==> src/rtl/master_port_arb_if.sv <==
// Serial master line plus controller handshake for master_port_arb.
// The arbiter connects through the slave modport; the master/controller side uses the master modport.
interface master_port_arb_if #(
    parameter int S_ID_WIDTH = 2
);
    logic                  port_in;
    logic                  port_out;
    logic [1:0]            cmd;
    logic                  req;
    logic [S_ID_WIDTH-1:0] id;
    logic [1:0]            com_state;
    logic                  done;
    logic                  split_pending;
    logic                  timeout;

    modport slave (
        input  port_in, cmd,
        output port_out, req, id, com_state, done, split_pending, timeout
    );

    modport master (
        output port_in, cmd,
        input  port_out, req, id, com_state, done, split_pending, timeout
    );
endinterface

==> src/rtl/master_port_arb.sv <==
// Per-master port arbiter: decodes a serial request frame, negotiates a grant with the
// bus controller, and relays grant, ACK, split and preempt signalling on the serial line.
module master_port_arb #(
    parameter int NO_SLAVES    = 3,
    parameter int S_ID_WIDTH   = $clog2(NO_SLAVES + 1),
    parameter int PREAMBLE_LEN = 3,
    parameter int ACK_TIMEOUT  = 16
) (
    input  logic clk,
    input  logic rst,
    master_port_arb_if.slave bus_io
);
    typedef enum logic [3:0] {
        S_IDLE, S_PREAMBLE, S_ID_SHIFT, S_WAIT_GRANT, S_SEND_GRANT,
        S_WAIT_ACK, S_COM, S_SEND_STOP, S_WAIT_DONE, S_OVER
    } state_t;

    localparam logic [1:0] CMD_CLEAR  = 2'b11;
    localparam logic [1:0] CMD_STOP_S = 2'b01;
    localparam logic [1:0] CMD_STOP_P = 2'b10;
    localparam logic [1:0] CS_END  = 2'b00;
    localparam logic [1:0] CS_NAK  = 2'b01;
    localparam logic [1:0] CS_WAIT = 2'b10;
    localparam logic [1:0] CS_COM  = 2'b11;
    localparam int CNT_W = $clog2(PREAMBLE_LEN + S_ID_WIDTH + 4);
    localparam int TMR_W = $clog2(ACK_TIMEOUT + 1);

    state_t                state_q, state_d;
    logic [CNT_W-1:0]      cnt_q, cnt_d;
    logic [TMR_W-1:0]      tmr_q, tmr_d;
    logic [2:0]            rx_q, rx_d;
    logic [2:0]            tx_q, tx_d;
    logic [S_ID_WIDTH-1:0] idsr_q, idsr_d;
    logic                  port_out_q, port_out_d;
    logic                  req_q, req_d;
    logic [S_ID_WIDTH-1:0] id_q, id_d;
    logic [1:0]            cs_q, cs_d;
    logic                  done_q, done_d;
    logic                  split_q, split_d;
    logic                  timeout_q, timeout_d;

    logic [CNT_W-1:0]      cnt_inc;
    logic [S_ID_WIDTH-1:0] id_shift;
    logic [2:0]            win;

    assign cnt_inc  = cnt_q + 1'b1;
    assign id_shift = S_ID_WIDTH'({idsr_q, bus_io.port_in});
    assign win      = {rx_q[1:0], bus_io.port_in};

    // port_out_d is computed for the state being entered, so the registered line
    // lines up with the state register; tx_q holds the bits still to be sent.
    always_comb begin
        state_d    = state_q;
        cnt_d      = cnt_q;
        tmr_d      = tmr_q;
        rx_d       = win;
        tx_d       = tx_q;
        idsr_d     = idsr_q;
        port_out_d = 1'b0;
        req_d      = req_q;
        id_d       = id_q;
        cs_d       = cs_q;
        done_d     = 1'b0;
        split_d    = split_q;
        timeout_d  = 1'b0;
        case (state_q)
            S_IDLE, S_PREAMBLE: begin
                if (bus_io.port_in) begin
                    if (cnt_inc == CNT_W'(PREAMBLE_LEN)) begin
                        state_d = S_ID_SHIFT;
                        cnt_d   = '0;
                    end else begin
                        state_d = S_PREAMBLE;
                        cnt_d   = cnt_inc;
                    end
                end else begin
                    state_d = S_IDLE;
                    cnt_d   = '0;
                end
            end
            S_ID_SHIFT: begin
                idsr_d = id_shift;
                if (cnt_q == CNT_W'(S_ID_WIDTH - 1)) begin
                    cnt_d = '0;
                    if (id_shift != '0 && int'(id_shift) <= NO_SLAVES) begin
                        id_d    = id_shift;
                        req_d   = 1'b1;
                        state_d = S_WAIT_GRANT;
                    end else begin
                        req_d   = 1'b0;
                        state_d = S_IDLE;
                    end
                end else begin
                    cnt_d = cnt_inc;
                end
            end
            S_WAIT_GRANT: begin
                if (bus_io.cmd == CMD_CLEAR) begin
                    req_d      = 1'b0;
                    state_d    = S_SEND_GRANT;
                    port_out_d = 1'b1;
                    tx_d       = {~split_q, 2'b00};
                    cnt_d      = '0;
                end
            end
            S_SEND_GRANT: begin
                if (cnt_q == CNT_W'(1)) begin
                    state_d = S_WAIT_ACK;
                    split_d = 1'b0;
                    cs_d    = CS_WAIT;
                    rx_d    = 3'b000;
                    tmr_d   = '0;
                    cnt_d   = '0;
                end else begin
                    port_out_d = tx_q[2];
                    tx_d       = {tx_q[1:0], 1'b0};
                    cnt_d      = cnt_inc;
                end
            end
            S_WAIT_ACK: begin
                if (win == 3'b101) begin
                    state_d    = S_COM;
                    cs_d       = CS_COM;
                    port_out_d = 1'b1;
                    // Preset to 1s so the end-of-frame 01 needs a real 0 from the master.
                    rx_d       = 3'b111;
                end else if (win == 3'b110) begin
                    state_d = S_OVER;
                    cs_d    = CS_NAK;
                end else if (tmr_q == TMR_W'(ACK_TIMEOUT - 1)) begin
                    state_d   = S_OVER;
                    cs_d      = CS_NAK;
                    timeout_d = 1'b1;
                end else begin
                    tmr_d = tmr_q + 1'b1;
                end
            end
            S_COM: begin
                if (win[1:0] == 2'b01) begin
                    state_d = S_OVER;
                    cs_d    = CS_END;
                end else if (bus_io.cmd == CMD_STOP_S) begin
                    split_d = 1'b1;
                    tx_d    = 3'b100;
                    state_d = S_SEND_STOP;
                    cnt_d   = '0;
                end else if (bus_io.cmd == CMD_STOP_P) begin
                    tx_d    = 3'b000;
                    state_d = S_SEND_STOP;
                    cnt_d   = '0;
                end else begin
                    port_out_d = 1'b1;
                end
            end
            S_SEND_STOP: begin
                if (cnt_q == CNT_W'(3)) begin
                    state_d = S_WAIT_DONE;
                    rx_d    = 3'b111;
                    cnt_d   = '0;
                end else begin
                    port_out_d = tx_q[2];
                    tx_d       = {tx_q[1:0], 1'b0};
                    cnt_d      = cnt_inc;
                end
            end
            S_WAIT_DONE: begin
                if (win == 3'b010) begin
                    done_d  = 1'b1;
                    req_d   = 1'b1;
                    state_d = S_WAIT_GRANT;
                end
            end
            S_OVER: begin
                state_d = S_IDLE;
                cs_d    = CS_END;
                split_d = 1'b0;
                id_d    = '0;
                cnt_d   = '0;
            end
            default: state_d = S_IDLE;
        endcase
    end

    always_ff @(posedge clk or posedge rst) begin
        if (rst) begin
            state_q    <= S_IDLE;
            cnt_q      <= '0;
            tmr_q      <= '0;
            rx_q       <= '0;
            tx_q       <= '0;
            idsr_q     <= '0;
            port_out_q <= 1'b0;
            req_q      <= 1'b0;
            id_q       <= '0;
            cs_q       <= CS_END;
            done_q     <= 1'b0;
            split_q    <= 1'b0;
            timeout_q  <= 1'b0;
        end else begin
            state_q    <= state_d;
            cnt_q      <= cnt_d;
            tmr_q      <= tmr_d;
            rx_q       <= rx_d;
            tx_q       <= tx_d;
            idsr_q     <= idsr_d;
            port_out_q <= port_out_d;
            req_q      <= req_d;
            id_q       <= id_d;
            cs_q       <= cs_d;
            done_q     <= done_d;
            split_q    <= split_d;
            timeout_q  <= timeout_d;
        end
    end

    assign bus_io.port_out      = port_out_q;
    assign bus_io.req           = req_q;
    assign bus_io.id            = id_q;
    assign bus_io.com_state     = cs_q;
    assign bus_io.done          = done_q;
    assign bus_io.split_pending = split_q;
    assign bus_io.timeout       = timeout_q;
endmodule

==> src/flat_wrapper.sv <==
// flat-port wrapper written by rule: the top's interface ports become plain ports
module master_port_arb_flat 
#(
    parameter int NO_SLAVES    = 3,
    parameter int S_ID_WIDTH   = $clog2(NO_SLAVES + 1),
    parameter int PREAMBLE_LEN = 3,
    parameter int ACK_TIMEOUT  = 16
)
  (clk, rst, bus_io_port_in, bus_io_cmd, bus_io_port_out, bus_io_req, bus_io_id, bus_io_com_state, bus_io_done, bus_io_split_pending, bus_io_timeout);
  master_port_arb_if #(.S_ID_WIDTH(S_ID_WIDTH)) bus_io_i ();
  input  logic clk;
  input  logic rst;
  input wire logic [$bits(bus_io_i.port_in)-1:0] bus_io_port_in;
  input wire logic [$bits(bus_io_i.cmd)-1:0] bus_io_cmd;
  output wire logic [$bits(bus_io_i.port_out)-1:0] bus_io_port_out;
  output wire logic [$bits(bus_io_i.req)-1:0] bus_io_req;
  output wire logic [$bits(bus_io_i.id)-1:0] bus_io_id;
  output wire logic [$bits(bus_io_i.com_state)-1:0] bus_io_com_state;
  output wire logic [$bits(bus_io_i.done)-1:0] bus_io_done;
  output wire logic [$bits(bus_io_i.split_pending)-1:0] bus_io_split_pending;
  output wire logic [$bits(bus_io_i.timeout)-1:0] bus_io_timeout;
  assign bus_io_i.port_in = bus_io_port_in;
  assign bus_io_i.cmd = bus_io_cmd;
  assign bus_io_port_out = bus_io_i.port_out;
  assign bus_io_req = bus_io_i.req;
  assign bus_io_id = bus_io_i.id;
  assign bus_io_com_state = bus_io_i.com_state;
  assign bus_io_done = bus_io_i.done;
  assign bus_io_split_pending = bus_io_i.split_pending;
  assign bus_io_timeout = bus_io_i.timeout;
  master_port_arb #(.NO_SLAVES(NO_SLAVES), .S_ID_WIDTH(S_ID_WIDTH), .PREAMBLE_LEN(PREAMBLE_LEN), .ACK_TIMEOUT(ACK_TIMEOUT)) u_core (.clk(clk), .rst(rst), .bus_io(bus_io_i));
endmodule
==> config.mk <==
export PLATFORM = sky130hd
export DESIGN_NAME = master_port_arb_flat
export DESIGN_NICKNAME = d
export VERILOG_FILES = /design/src/rtl/master_port_arb_if.sv /design/src/rtl/master_port_arb.sv /design/src/flat_wrapper.sv
export SDC_FILE = /design/constraint.sdc
export NUM_CORES = 1
export LEC_CHECK = 0
export BUFFER_PORTS_ARGS = -buffer_cell sky130_fd_sc_hd__buf_2
export CAP_MARGIN = 20
export CORE_MARGIN = 3
export CORE_UTILIZATION = 59
export CTS_BUF_LIST = sky130_fd_sc_hd__clkbuf_16
export CTS_CLUSTER_SIZE = 40
export DETAILED_ROUTE_END_ITERATION = 7
export MAX_ROUTING_LAYER = met4
export PLACE_DENSITY_LB_ADDON = 0.15
export SLEW_MARGIN = 20
export SYNTH_ARGS = -nofsm -noshare
export SYNTH_HDL_FRONTEND = slang
export SYNTH_SLANG_ARGS = --single-unit
==> constraint.sdc <==
create_clock -name clk -period 3.1 [get_ports clk]
set_input_delay 0.155 -clock clk [delete_from_list [all_inputs] [get_ports clk]]
set_output_delay 0.155 -clock clk [all_outputs]
set_load 0.005 [all_outputs]
==> results list, run 1 <==
* Outcome: finished clean
* Number of cells on the critical path: 5
- Count of H-tree levels built during CTS: 1
- Cell with the largest stage delay on the worst path: sky130_fd_sc_hd__dfrtp_1
* Net count after synthesis: about 210
* Worst path buffer plus inverter count: 0
- After routing, the total negative slack on setup checks comes to 0 ps.
- Cell area after synthesis: around 1800 um^2
- The total overflow left after global routing is 0.
* Number of distinct library cells after synthesis: between 50 and 60
- Setup violations remaining at the end of the flow were counted as 0.
* Crit path DAT: 2760 ps
* Clock slew seen by the registers of the worst setup and hold paths: roughly 60 ps
* Average cell area after synthesis: roughly 9.0 um^2
- Type of destination of the critical path: flip-flop
* Path depth of the worst reg2reg path: 5
* Share of flip-flops with an asynchronous set or reset after synthesis: 100%
- Type of the worst min-delay path: primary input to flip-flop
- Across the VDD grid, the largest voltage drop is 0.667 mV.
* Number of warnings printed during yosys synthesis: 0
* CTS tree: done
- Via count: approximately 1600
- Worst Path Max Fanout: 15
- Effective utilization at floorplan: 63.5%
* Number of instances in the placed design: 233
* Post-layout total power: 0.00169 W
- Routability Congestion: 1.05
- Tmin final: 2610 ps
- Die X-Extent: 61.2 um
- The critical path starts at u_core.state_q[2].
- Fraction of the cycle the final worst path needs: ~84%
- The critical path ends at u_core.state_q[1].
* Library cell with the largest summed area after synthesis: sky130_fd_sc_hd__dfrtp_1
* Number of flops mapped to enable cells by yosys: 0
- The later pin in the worst-skew pair is clocked with a latency of 260 ps.
- Leakage power summed over all cells: 0.888 nW
- Dividing total power by cell area gives a power density of between 800 and 900 nW/um^2.
* Die Area: between 3000 and 4000 um^2
- At the worst endpoint, the required time is 3250 ps.
- Number of endpoints with negative hold slack in the final report: 0
- Across the routed clock network, the largest skew measured is about 1.4 ps.
- Category of cells accounting for the largest share of critical-path delay: simple AND/OR/NAND/NOR gates
- Boundary pin count: 14
- Once the clock tree was built, the resizer swapped 0 gates to a different size.
- By area the synthesized netlist is led by sky130_fd_sc_hd__dfrtp_1 (36%), sky130_fd_sc_hd__ha_1 (5.6%), sky130_fd_sc_hd__nand2_1 (4.0%).
* Global-route wire length before repair: between 6000 and 7000 um
- Initial antenna violation count: 0
- The worst setup path is launched from a flip-flop.
- Setup slack, reg-to-reg: 490 ps
- Seq cells post-synth: 26
* Aggregate routed wire length: 3960 um
- The die is around 61 um tall.
* Portion of synthesized cell area occupied by the leading cell type: about 36%
- Final standard cell count with taps included and fillers excluded: ~240
- Worst Tran Pin Value: a little under 700 ps
- Largest incremental delay on the critical path: about 600 ps
- After floorplanning, the core was sized to cover around 2800 um^2.
* Total number of clock tree sinks: 26
* TritonCTS Buffers: 3
* Cell count after synthesis: 200
- The worst pin sits at a relative slew slack of around 54%.
* Pin count of the biggest net entering global routing: 27
- Synth-to-layout area growth: 8.64%
* Router iterations before antenna repair: 4
- For this run, design rule violations remaining after detail routing come to 0.
- Number of global-route vias before repair: roughly 1400
* Post-synthesis sequential area ratio: 36.2%
* Routed wire per std cell: 16.5 um
- After the last flow step, the layout net total stands at ~220.
- Path type of the worst setup path: flip-flop to flip-flop
* Drt via density: 6.54
- Crit Reg-Reg Startpoint: u_core.state_q[2]
* Max Clock Freq: 383 MHz
- Count of antenna-violating nets left after detailed routing: 0
- Detailed placement ended at an HPWL of 2890 um.
* Number of max-cap violations: 0
* Clock root buffer: sky130_fd_sc_hd__clkbuf_16
- Diodes inserted: 0
- No sink is reached through more buffers than the 2 on the longest clock path.
- Worst-path cell chain: nor2b_1 > nand2_1 > nor3b_1 > or4_4 > mux2_4
- In the final layout, the share of cells above drive strength 1 is about an eighth.
* Row cnt: 19
* Final Core Density: 69.0%
- During placement, the flow inserted port buffers numbering 13.
- The total count of max-transition violations in the final report came to 0.
- DRC violation total after the first TritonRoute iteration: approximately 100
- In the synthesized netlist the dominant register cell turns out to be sky130_fd_sc_hd__dfrtp_1.
* RSZ-0062 raised after global routing: no
- Global routing used ~24% of the available tracks across all layers.
* End of the worst register-to-register path: u_core.state_q[1]
## where the power goes
part / internal (W) / switching (W)
sequential: 0.000453 / 0.000167
clock: 0.000173 / 0.000116
combinational: 0.000353 / 0.000426
## logic make-up (layout without fill, tap and decap cells)
| family | Yosys count | in the layout | synth area share [%] |
|---|---|---|---|
| AOI/OAI and AO/OA | 56 | 56 | 21.8 |
| muxes | 7 | 7 | 4.39 |
| and+or+nand+nor | 79 | 79 | 25.1 |
| DFF | 26 | 26 | 36.2 |
| buffers and inverters | 22 | 30 | 5.92 |
| xor gates and xnor gates | 2 | 2 | 0.976 |
| adders and majority gates | 8 | 8 | 5.58 |
## final cells by class
cell class,count,area [um^2]
repair buffers,15,103
clock inverters,1,3.75
multi-input cells,152,1040
flip-flops and latches,26,651
inverters,11,41.3
fillers,221,878
clock buffers,3,75.1
well taps,31,38.8
## synthesized netlist by cell type, types with 4 or more instances
library cell	number
sky130_fd_sc_hd__inv_1	10
sky130_fd_sc_hd__o21ai_0	8
sky130_fd_sc_hd__buf_2	4
sky130_fd_sc_hd__nor2b_1	5
sky130_fd_sc_hd__ha_1	8
sky130_fd_sc_hd__nand3_1	5
sky130_fd_sc_hd__dfrtp_1	26
sky130_fd_sc_hd__and3_1	4
sky130_fd_sc_hd__nor2_1	15
sky130_fd_sc_hd__nand2b_1	7
sky130_fd_sc_hd__nand2_1	19
sky130_fd_sc_hd__a31oi_1	5
sky130_fd_sc_hd__nand3b_1	4
sky130_fd_sc_hd__a21oi_1	13
## worst min-delay path by stage
| stage | from | to | depth (start not counted) |
|---|---|---|---|
| after detailed placement | rst | u_core.bus_io.done | 2 |
| after floorplan | rst | u_core.bus_io.com_state[0] | 1 |
| final | bus_io_cmd[1] | u_core.bus_io.port_out | 4 |
| after global placement | rst | u_core.rx_q[1] | 2 |
| after CTS | rst | u_core.bus_io.com_state[0] | 2 |
| after global routing | bus_io_port_in | u_core.rx_q[0] | 3 |
## metrics by stage
stage	hold WS, ps	setup WS, ps	cell area [um^2]
after floorplan	195	918	1800
after global placement	403	652	1830
after detailed placement	431	574	1830
after CTS	154	562	1910
after global routing	338	335	1950
final	305	487	1950
## cells in the final DEF, fill, tap and decap left out, drive strengths merged, types with 2 or more instances in the layout
cell,count
and3,4
a21oi,13
nor2,15
and2,2
clkbuf,3
o211ai,2
a21o,2
or3b,2
nand3,5
nand2,19
inv,11
buf,14
nor2b,5
mux2,4
o21ai,10
a32o,3
nand2b,7
o31ai,3
nand3b,4
o41ai,2
dfrtp,26
or4,3
mux2i,3
o21bai,2
nor4,2
nor4b,3
a22o,2
a31oi,5
ha,8
nor3b,3
## layer usage
| layer | share of wire (%) | vias to the layer above | GRT usage [%] |
|---|---|---|---|
| met1 | 45 | 752 | 32.7 |
| li1 | - | 747 | - |
| met4 | 2.1 | 0 | 11.5 |
| met3 | 6.0 | 9 | 3.35 |
| met5 | 0 | - | - |
| met2 | 47 | 55 | 36.1 |
## sequential cells by signal, indices dropped and copies added (netlist names)
name and count:
u_core.bus_io.port_out 1, u_core.bus_io.timeout 1, u_core.bus_io.com_state 2, u_core.bus_io.req 1
u_core.rx_q 2, u_core.bus_io.done 1, u_core.state_q 4, u_core.idsr_q 1
u_core.tx_q 1, u_core.bus_io.split_pending 1, u_core.cnt_q 4, u_core.tmr_q 5
u_core.bus_io.id 2
## tightest hold or removal path, stage by stage
cell and delay [ps]:
sky130_fd_sc_hd__buf_2 100, sky130_fd_sc_hd__ha_1 120, sky130_fd_sc_hd__nand3_1 60, sky130_fd_sc_hd__o311ai_0 90
## what timing repair did
item,CTS,global route
hold endpoints to repair,0,7
buffers inserted,0,0
hold buffers,0,1
No activity file was read; power rests on OpenSTA's default activity.
==> run 2: changes to the inputs <==
--- a/config.mk
+++ b/config.mk
@@ -5,6 +5,7 @@
 export SDC_FILE = /design/constraint.sdc
 export NUM_CORES = 1
 export LEC_CHECK = 0
+export ABC_AREA = 1
 export BUFFER_PORTS_ARGS = -buffer_cell sky130_fd_sc_hd__buf_2
 export CAP_MARGIN = 20
 export CORE_MARGIN = 3
==> constraint.sdc (replaced) <==
create_clock -name clk -period 2.6 [get_ports clk]
set_input_delay 0.13 -clock clk [delete_from_list [all_inputs] [get_ports clk]]
set_output_delay 0.13 -clock clk [all_outputs]
set_load 0.005 [all_outputs]
==> run 2 against run 1 <==
Against the previous run:
- worst hold slack got worse by 130 ps
- synthesized area is 4.0% lower
- first-iteration DRC count rose by 8.7%
- sequential share of layout area increased by 0.15 points
- non-clock buffer count stayed put
- critical path type unchanged
- critical endpoint is now u_core.state_q[0]
- largest power group unchanged
==> results list, run 2 <==
* Outcome: finished clean
- On the final layout, the worst clock skew is 3.66 ps.
* Proportion of power drawn by combinational gates: 44.8%
- Post-CTS setup-driven buffer insertion count: 0
* Setup TNS: 0 ps
- Initial antenna violation count: 0
- Summed over all instances, the cell type with the most area after synthesis is sky130_fd_sc_hd__dfrtp_1.
* Cell area after synthesis: 1720 um^2
* Aggregate routed wire length: 3670 um
- Setup repair after global routing left no endpoint under its margin.
- Post-layout total power: between 0.0015 and 0.002 W
- For this run, the total global-route usage over all layers was measured as a little under a quarter.
- The clock passes through at most 2 buffers.
- Yosys printed 0 warnings.
* Post-synthesis sequential area ratio: ~38%
- After synthesis, the cell types taking the most area are sky130_fd_sc_hd__dfrtp_1 (38%), sky130_fd_sc_hd__nand2_1 (16%), sky130_fd_sc_hd__inv_1 (7.2%).
- The commonest cells after synthesis are sky130_fd_sc_hd__nand2_1 (74), sky130_fd_sc_hd__inv_1 (33), sky130_fd_sc_hd__dfrtp_1 (26).
- Clock root buffer: sky130_fd_sc_hd__clkbuf_16
- Largest reg by FF count: u_core.tmr_q
- Clock group share of total power: just under 20%
- Most common cell after layout, fill and taps aside: sky130_fd_sc_hd__nand2_1
- Setup slack, reg-to-reg: 830 ps
- Measured along the x axis, the die boundary spans ~60 um.
- After detailed routing, the average wire length per cell comes to 12.7 um.
- Counting flops with an async set or reset pin after synthesis yields a share of between 90% and 100%.
- Averaged over all synthesized cells, the footprint is slightly above 7 um^2.
* Total power divided by cell area: around 890 nW/um^2
* Dominant register cell in the synthesized netlist: sky130_fd_sc_hd__dfrtp_1
- The floorplan step defined a die boundary enclosing 3600 um^2.
- Counting every net in the synthesized netlist gives ~250.
* Pin count of the biggest net entering global routing: 27
- Regs by FF count: u_core.tmr_q x5, u_core.cnt_q x4, u_core.state_q x4
* Layout Nets: approximately 270
- Routability Congestion: 0.983
* Path type of the worst setup path: flip-flop to flip-flop
* Total number of clock tree sinks: 26
- The register with the most flip-flops in the layout has 5 of them.
* Type of the worst min-delay path: primary input to flip-flop
* TritonCTS Buffers: 3
* Leakage power summed over all cells: roughly 1.1 nW
- The synthesized netlist contains 26 unique library cells.
* Max Clock Freq: ~570 MHz
- Max-cap violations in this run came to 0.
* Count of H-tree levels built during CTS: 1
- For this configuration, the core starts out at a cell density of 65.4%.
* Number of fillers in the final layout: 220
- Core area: 2640 um^2
* Kind of start point of the critical path: flip-flop
- Fraction of the cycle the final worst path needs: 68.0%
* Row cnt: 18
- The routed layout has roughly 1500 vias.
* Worst Min Path Start: bus_io_port_in
- TritonCTS built the clock tree.
- Seq cells post-synth: 26
- VDD sags by at most approximately 0.7 mV.
- The synthesized design contains 0 enable-type register cells.
- In this run the vertical extent of the chip is 60.0 um.
- Clock-pin slew was measured on the worst setup and hold paths at roughly 60 ps.
- Portion of synthesized cell area occupied by the leading cell type: 37.8%
- For this run, design rule violations remaining after detail routing come to 0.
- Proportion of total power due to net switching: 42.6%
- Crit Reg-Reg Startpoint: u_core.cnt_q[1]
- The detailed router finished its first iteration with ~110 violations.
- For the worst setup path, the data arrival time is approximately 1900 ps.
- Worst Path Max Fanout: 6
- Total global routing overflow: 0
- Router iterations before antenna repair: 4
- Headroom to the max-slew limit: 69.3%
- In this run the remaining antenna-violating nets after routing total 0.
* End of the worst register-to-register path: u_core.state_q[0]
* Global-route wire length before repair: ~6300 um
* Internal power component: 0.000995 W
- Of the total power, registers draw 36.0%.
- The library cells used most frequently in the layout, excluding fill and tap cells, are sky130_fd_sc_hd__nand2_1 (74), sky130_fd_sc_hd__inv_1 (33), sky130_fd_sc_hd__dfrtp_1 (26).
* Synth-to-layout area growth: 12.7%
- Counting every instance in the synthesized netlist gives between 200 and 250.
* Count of input and output buffers: 13
* CP Launch Point: u_core.cnt_q[1]
* Boundary pin count: 14
* Fraction of layout instances using a drive strength above 1: between 10% and 20%
- STA classifies the critical path endpoint as a flip-flop.
* Worst endpoint required time: 2750 ps
- For the pin with the worst max-slew slack, the measured transition is approximately 460 ps.
* Drt via density: around 5.4
- Summed over all nets, the half-perimeter wirelength after detailed placement is 2870 um.
- Diodes inserted: 0
* Library cell with the highest instance count after synthesis: sky130_fd_sc_hd__nand2_1
- Tmin final: between 1500 and 2000 ps
* End point of the most critical hold path: u_core.idsr_q[0]
* NetSw: 0.000739 W
- The via count of the first global-routing pass came to around 1500.
- The total count of max-transition violations in the final report is 0.
- Clock network latency to the later pin of the worst-skew pair: about 260 ps
- The hold violation total from the final report is 0.
- WHS Path Cells: 3
- Setup violations remaining at the end of the flow were counted as 0.
- Measured in cells, the most critical reg-to-reg path has a length of 9.
run 2: cell count changes after synthesis, moves of 7 or more:
cell | before | now
sky130_fd_sc_hd__a21oi_1 | 13 | 4
sky130_fd_sc_hd__nand2_1 | 19 | 74
sky130_fd_sc_hd__nand3_1 | 5 | 24
sky130_fd_sc_hd__nand2b_1 | 7 | 0
sky130_fd_sc_hd__inv_1 | 10 | 33
run 2: routing by layer:
metal  GRT usage, %  part of all wire [%]  vias up
li1               -                     -      799
met3           2.16                   6.5        7
met2           39.7                    46       59
met4           7.59                   1.7        0
met1           30.6                    45      678
met5              -                     0        -
run 2: worst max-delay path: stages (launching register included):
cell and delay [ps]:
sky130_fd_sc_hd__dfrtp_1 440, sky130_fd_sc_hd__inv_1 80, sky130_fd_sc_hd__ha_1 140, sky130_fd_sc_hd__nand3_1 210, sky130_fd_sc_hd__nand3_1 200, sky130_fd_sc_hd__nand2_1 140
sky130_fd_sc_hd__nor2_2 230, sky130_fd_sc_hd__nand2_2 100, sky130_fd_sc_hd__nand2_1 80, sky130_fd_sc_hd__nand2_1 50
run 2: cell families after synthesis:
logic type	synth area share [%]
AO/OA/AOI/OAI	6.90
AND/OR/NAND/NOR	40.7
adder cells (fa/ha/maj)	5.81
flip-flops	37.8
XOR/XNOR	1.02
buffers and inverters	7.84
run 2: how the worst max path moves through the flow:
| stage | end | slack, ps |
|---|---|---|
| 6_report | u_core.state_q[0] | 830 |
| 5_1_grt | u_core.tmr_q[3] | 650 |
| 4_1_cts | u_core.tmr_q[3] | 840 |
| 3_5_place_dp | u_core.tmr_q[3] | 850 |
| 3_3_place_gp | u_core.tmr_q[3] | 870 |
| 2_1_floorplan | u_core.tmr_q[3] | 1030 |
run 2: cell type report:
class | count | area (um^2) | share of cell area [%]
Clock buffer | 3 | 75.1 | 3.87
Tap cell | 30 | 37.5 | 1.93
Multi-Input combinational cell | 177 | 937 | 48.3
Inverter | 36 | 135 | 6.96
Sequential cell | 26 | 651 | 33.5
Clock inverter | 1 | 3.75 | 0.193
Timing Repair Buffer | 15 | 103 | 5.28
run 2: repair_timing:
item                                   CTS  global route
resized for setup                        0             0
endpoints found under the hold margin    0             8
hold buffers                             0             1
run 2: power groups by stage:
stage / clock, W / sequential [W] / combinational (W)
2_1_floorplan: 0 / 0.000614 / 0.000577
4_1_cts: 0.000341 / 0.000622 / 0.000767
3_5_place_dp: 0 / 0.000628 / 0.000760
3_3_place_gp: 0 / 0.000624 / 0.000750
5_1_grt: 0.000363 / 0.000642 / 0.000894
6_report: 0.000335 / 0.000623 / 0.000776
run 2: per-stage QoR:
| step | instance area [um^2] | util, % | hold WS [ps] | std cells | setup slack, ps |
|---|---|---|---|---|---|
| after floorplan | 1720 | - | 170 | 239 | 1030 |
| after global placement | 1830 | 69.3 | 387 | 282 | 870 |
| after detailed placement | 1830 | 69.3 | 391 | 282 | 855 |
| after CTS | 1900 | 72.3 | 118 | 286 | 838 |
| after global routing | 1940 | 73.7 | 190 | 288 | 653 |
| final | 1940 | 73.7 | 180 | 288 | 833 |
==> run 3: changes to the inputs <==
--- a/config.mk
+++ b/config.mk
@@ -9,7 +9,7 @@
 export BUFFER_PORTS_ARGS = -buffer_cell sky130_fd_sc_hd__buf_2
 export CAP_MARGIN = 20
 export CORE_MARGIN = 3
-export CORE_UTILIZATION = 59
+export CORE_UTILIZATION = 53
 export CTS_BUF_LIST = sky130_fd_sc_hd__clkbuf_16
 export CTS_CLUSTER_SIZE = 40
 export DETAILED_ROUTE_END_ITERATION = 7
==> constraint.sdc (replaced) <==
create_clock -name clk -period 1.5 [get_ports clk]
set_input_delay 0.075 -clock clk [delete_from_list [all_inputs] [get_ports clk]]
set_output_delay 0.075 -clock clk [all_outputs]
set_load 0.005 [all_outputs]
==> run 3 against run 2 <==
Against the previous run:
- the run now ends with setup timing left
- sequential power up 69%
- clock power up 80%
- final cell count up 19%
- power up 120%
- core utilization rose by 5.6 points
- flip-flop and latch count unchanged
- critical endpoint is now u_core.state_q[1]
- highest routed layer unchanged
==> results list, run 3 (same netlist as run 2, synthesis figures left out) <==
- The worst setup path is captured at a flip-flop.
- Across the VDD grid, the largest voltage drop is 0.964 mV.
- The detailed router finished its first iteration with 104 violations.
* Number of max-cap violations: 0
- The die is approximately 63 um tall.
- The register with the most flip-flops in the final layout is u_core.tmr_q.
- Half-perimeter wire length after placement: ~3200 um
- Path depth of the worst reg2reg path: 10
- In this run the horizontal extent of the chip is 63.0 um.
* Area post-placement: ~2100 um^2
* Top library cells by usage in the layout, fill and taps aside: sky130_fd_sc_hd__nand2_1 (64), sky130_fd_sc_hd__buf_4 (41), sky130_fd_sc_hd__inv_1 (29)
- Number of fillers in the final layout: 225
- After layout, the design draws a total of around 0.0038 W.
* Routed wire per std cell: ~13 um
- Remaining routing DRC violations: 0
- For the worst setup path, the data required time is approximately 1700 ps.
- The longest clock path from root to sink contains 2 buffers.
- Headroom to the max-slew limit: between 70% and 80%
* Type of the worst min-delay path: primary input to flip-flop
- Diodes inserted: 0
- Failing checks: setup timing
- WHS Path Cells: 3
* CTS tree: done
- Outcome: finished, violations left
- Routability Congestion: 0.931
- Number of global-route vias before repair: 1628
- For this design the static power due to leakage is between 1 and 1.5 nW.
- Regs by FF count: u_core.tmr_q x5, u_core.cnt_q x4, u_core.state_q x4
- The worst register-to-register path begins at u_core.cnt_q[0].
- Row generation in the floorplan step produced 20 rows.
* Final Core Density: approximately four fifths
- The final route contains around 1800 vias.
- For this configuration, the core starts out at a cell density of 56.0%.
- Number of endpoints with negative hold slack in the final report: 0
* Max Clock Freq: ~650 MHz
- Entering global routing, the biggest net connects 27 pins.
- Total number of clock tree sinks: 26
- Summed over all layers, the global routing overflow is 0.
- The number of antenna violations at the first check in global routing was 0.
- The startpoint identified for the worst hold timing path is bus_io_port_in.
- The smallest clock period supported by the final layout is computed as 1540 ps.
- Final setup viols: 4
- In this run the number of H-tree levels came out at 1.
* RSZ-0062 raised after global routing: yes
* Clock slew seen by the registers of the worst setup and hold paths: 70 ps
- Fraction of layout instances using a drive strength above 1: 39.0%
- In this run the critical register-to-register path is captured at u_core.state_q[1].
* Total power divided by cell area: between 1500 and 2000 nW/um^2
- Kind of start point of the critical path: flip-flop
* Worst Tran Pin Value: 342 ps
* Final standard cell area without fillers: between 2000 and 2500 um^2
* Clock network latency to the later pin of the worst-skew pair: around 260 ps
- Crit path DAT: about 1700 ps
- Clock root buffer: sky130_fd_sc_hd__clkbuf_16
- The register with the most flip-flops in the layout has 5 of them.
- On the final layout, the worst hold slack is around 120 ps.
* Count of input and output buffers: 13
* Global-route wire length before repair: 7170 um
* Boundary pin count: 14
* Synth-to-layout area growth: 41.6%
- Core area: just over 3000 um^2
* Worst-case clock skew: between 4 and 5 ps
- Path type of the worst setup path: flip-flop to flip-flop
* Global routing usage summed across all routing layers: around a quarter
- TritonCTS Buffers: 3
- Dividing the detail-routed via count by the number of cells gives roughly 5.2.
* Fraction of the cycle the final worst path needs: 102%
* Aggregate routed wire length: 4630 um
* Router iterations before antenna repair: 4
- The total count of max-transition violations in the final report came to 0.
- Worst Path Max Fanout: 4
* Most common cell after layout, fill and taps aside: sky130_fd_sc_hd__nand2_1
* Die Area: 3970 um^2
- The worst register-to-register path has a setup slack of -40 ps.
- The count of nets left with antenna violations once routing finished came out at 0.
* Final worst-path setup slack: -35.4 ps
- After the last flow step, the layout net total stands at 314.
- The path with the worst hold slack has its endpoint at u_core.idsr_q[0].
==> run 3: critical path, stage by stage (launching register included) <==
cell and delay (ps):
sky130_fd_sc_hd__dfrtp_1 410, sky130_fd_sc_hd__buf_6 130, sky130_fd_sc_hd__buf_6 120, sky130_fd_sc_hd__ha_4 170
sky130_fd_sc_hd__nand2_1 100, sky130_fd_sc_hd__nand3_2 90, sky130_fd_sc_hd__nor2_2 150, sky130_fd_sc_hd__nand2_1 70
sky130_fd_sc_hd__nand2_1 80, sky130_fd_sc_hd__nand3_1 80, sky130_fd_sc_hd__nand2_1 80
==> run 3: routing by layer <==
| metal | track usage (%) | routed length, um | vias up |
|---|---|---|---|
| met1 | 29.8 | 1970 | 848 |
| met3 | 3.24 | 211 | 10 |
| met5 | - | 0 | - |
| met4 | 8.82 | 109 | 0 |
| li1 | - | - | 888 |
| met2 | 38.3 | 2330 | 51 |
==> run 3: final cells by class <==
type                            count  area (um^2)  share of cell area [%]
Timing Repair Buffer               57          405                    16.6
Inverter                           36          135                    5.54
Tap cell                           44         55.1                    2.26
Sequential cell                    26          653                    26.8
Clock buffer                        3         75.1                    3.08
Multi-Input combinational cell    177         1110                    45.6
Clock inverter                      1         3.75                   0.154
==> run 3: report_power, final <==
part           internal [W]  switching [W]  total [W]
Combinational      0.000924        0.00118    0.00211
Clock              0.000357       0.000245   0.000602
Sequential         0.000905       0.000146    0.00105
Total               0.00219        0.00157    0.00376
==> run 3: stage by stage <==
step,cells,worst slack (ps),TNS (ps)
detailed placement,329,-107,-874
CTS,338,-31.1,-143
global route,344,-168,-1670
global placement,329,-88.3,-526
finish,344,-35.4,-79.4
floorplan,239,1.70,0
==> run 3: worst max path at each step <==
| stage | start | end | slack [ps] |
|---|---|---|---|
| after CTS | u_core.tmr_q[1] | u_core.state_q[0] | -30 |
| after global routing | u_core.tmr_q[0] | u_core.state_q[2] | -170 |
| after detailed placement | u_core.tmr_q[1] | u_core.state_q[0] | -110 |
| final | u_core.cnt_q[0] | u_core.state_q[1] | -40 |
| after floorplan | u_core.tmr_q[0] | u_core.tmr_q[3] | 2 |
| after global placement | u_core.tmr_q[0] | u_core.tmr_q[3] | -90 |
==> run 3: timing repair <==
| item | in CTS | in global routing |
|---|---|---|
| hold endpoints to repair | 26 | 0 |
| pin swaps | 6 | 19 |
| buffers inserted | 4 | 6 |
| resized for setup | 12 | 41 |
| endpoints found under the setup margin | 17 | 22 |
| hold buffers | 1 | 0 |
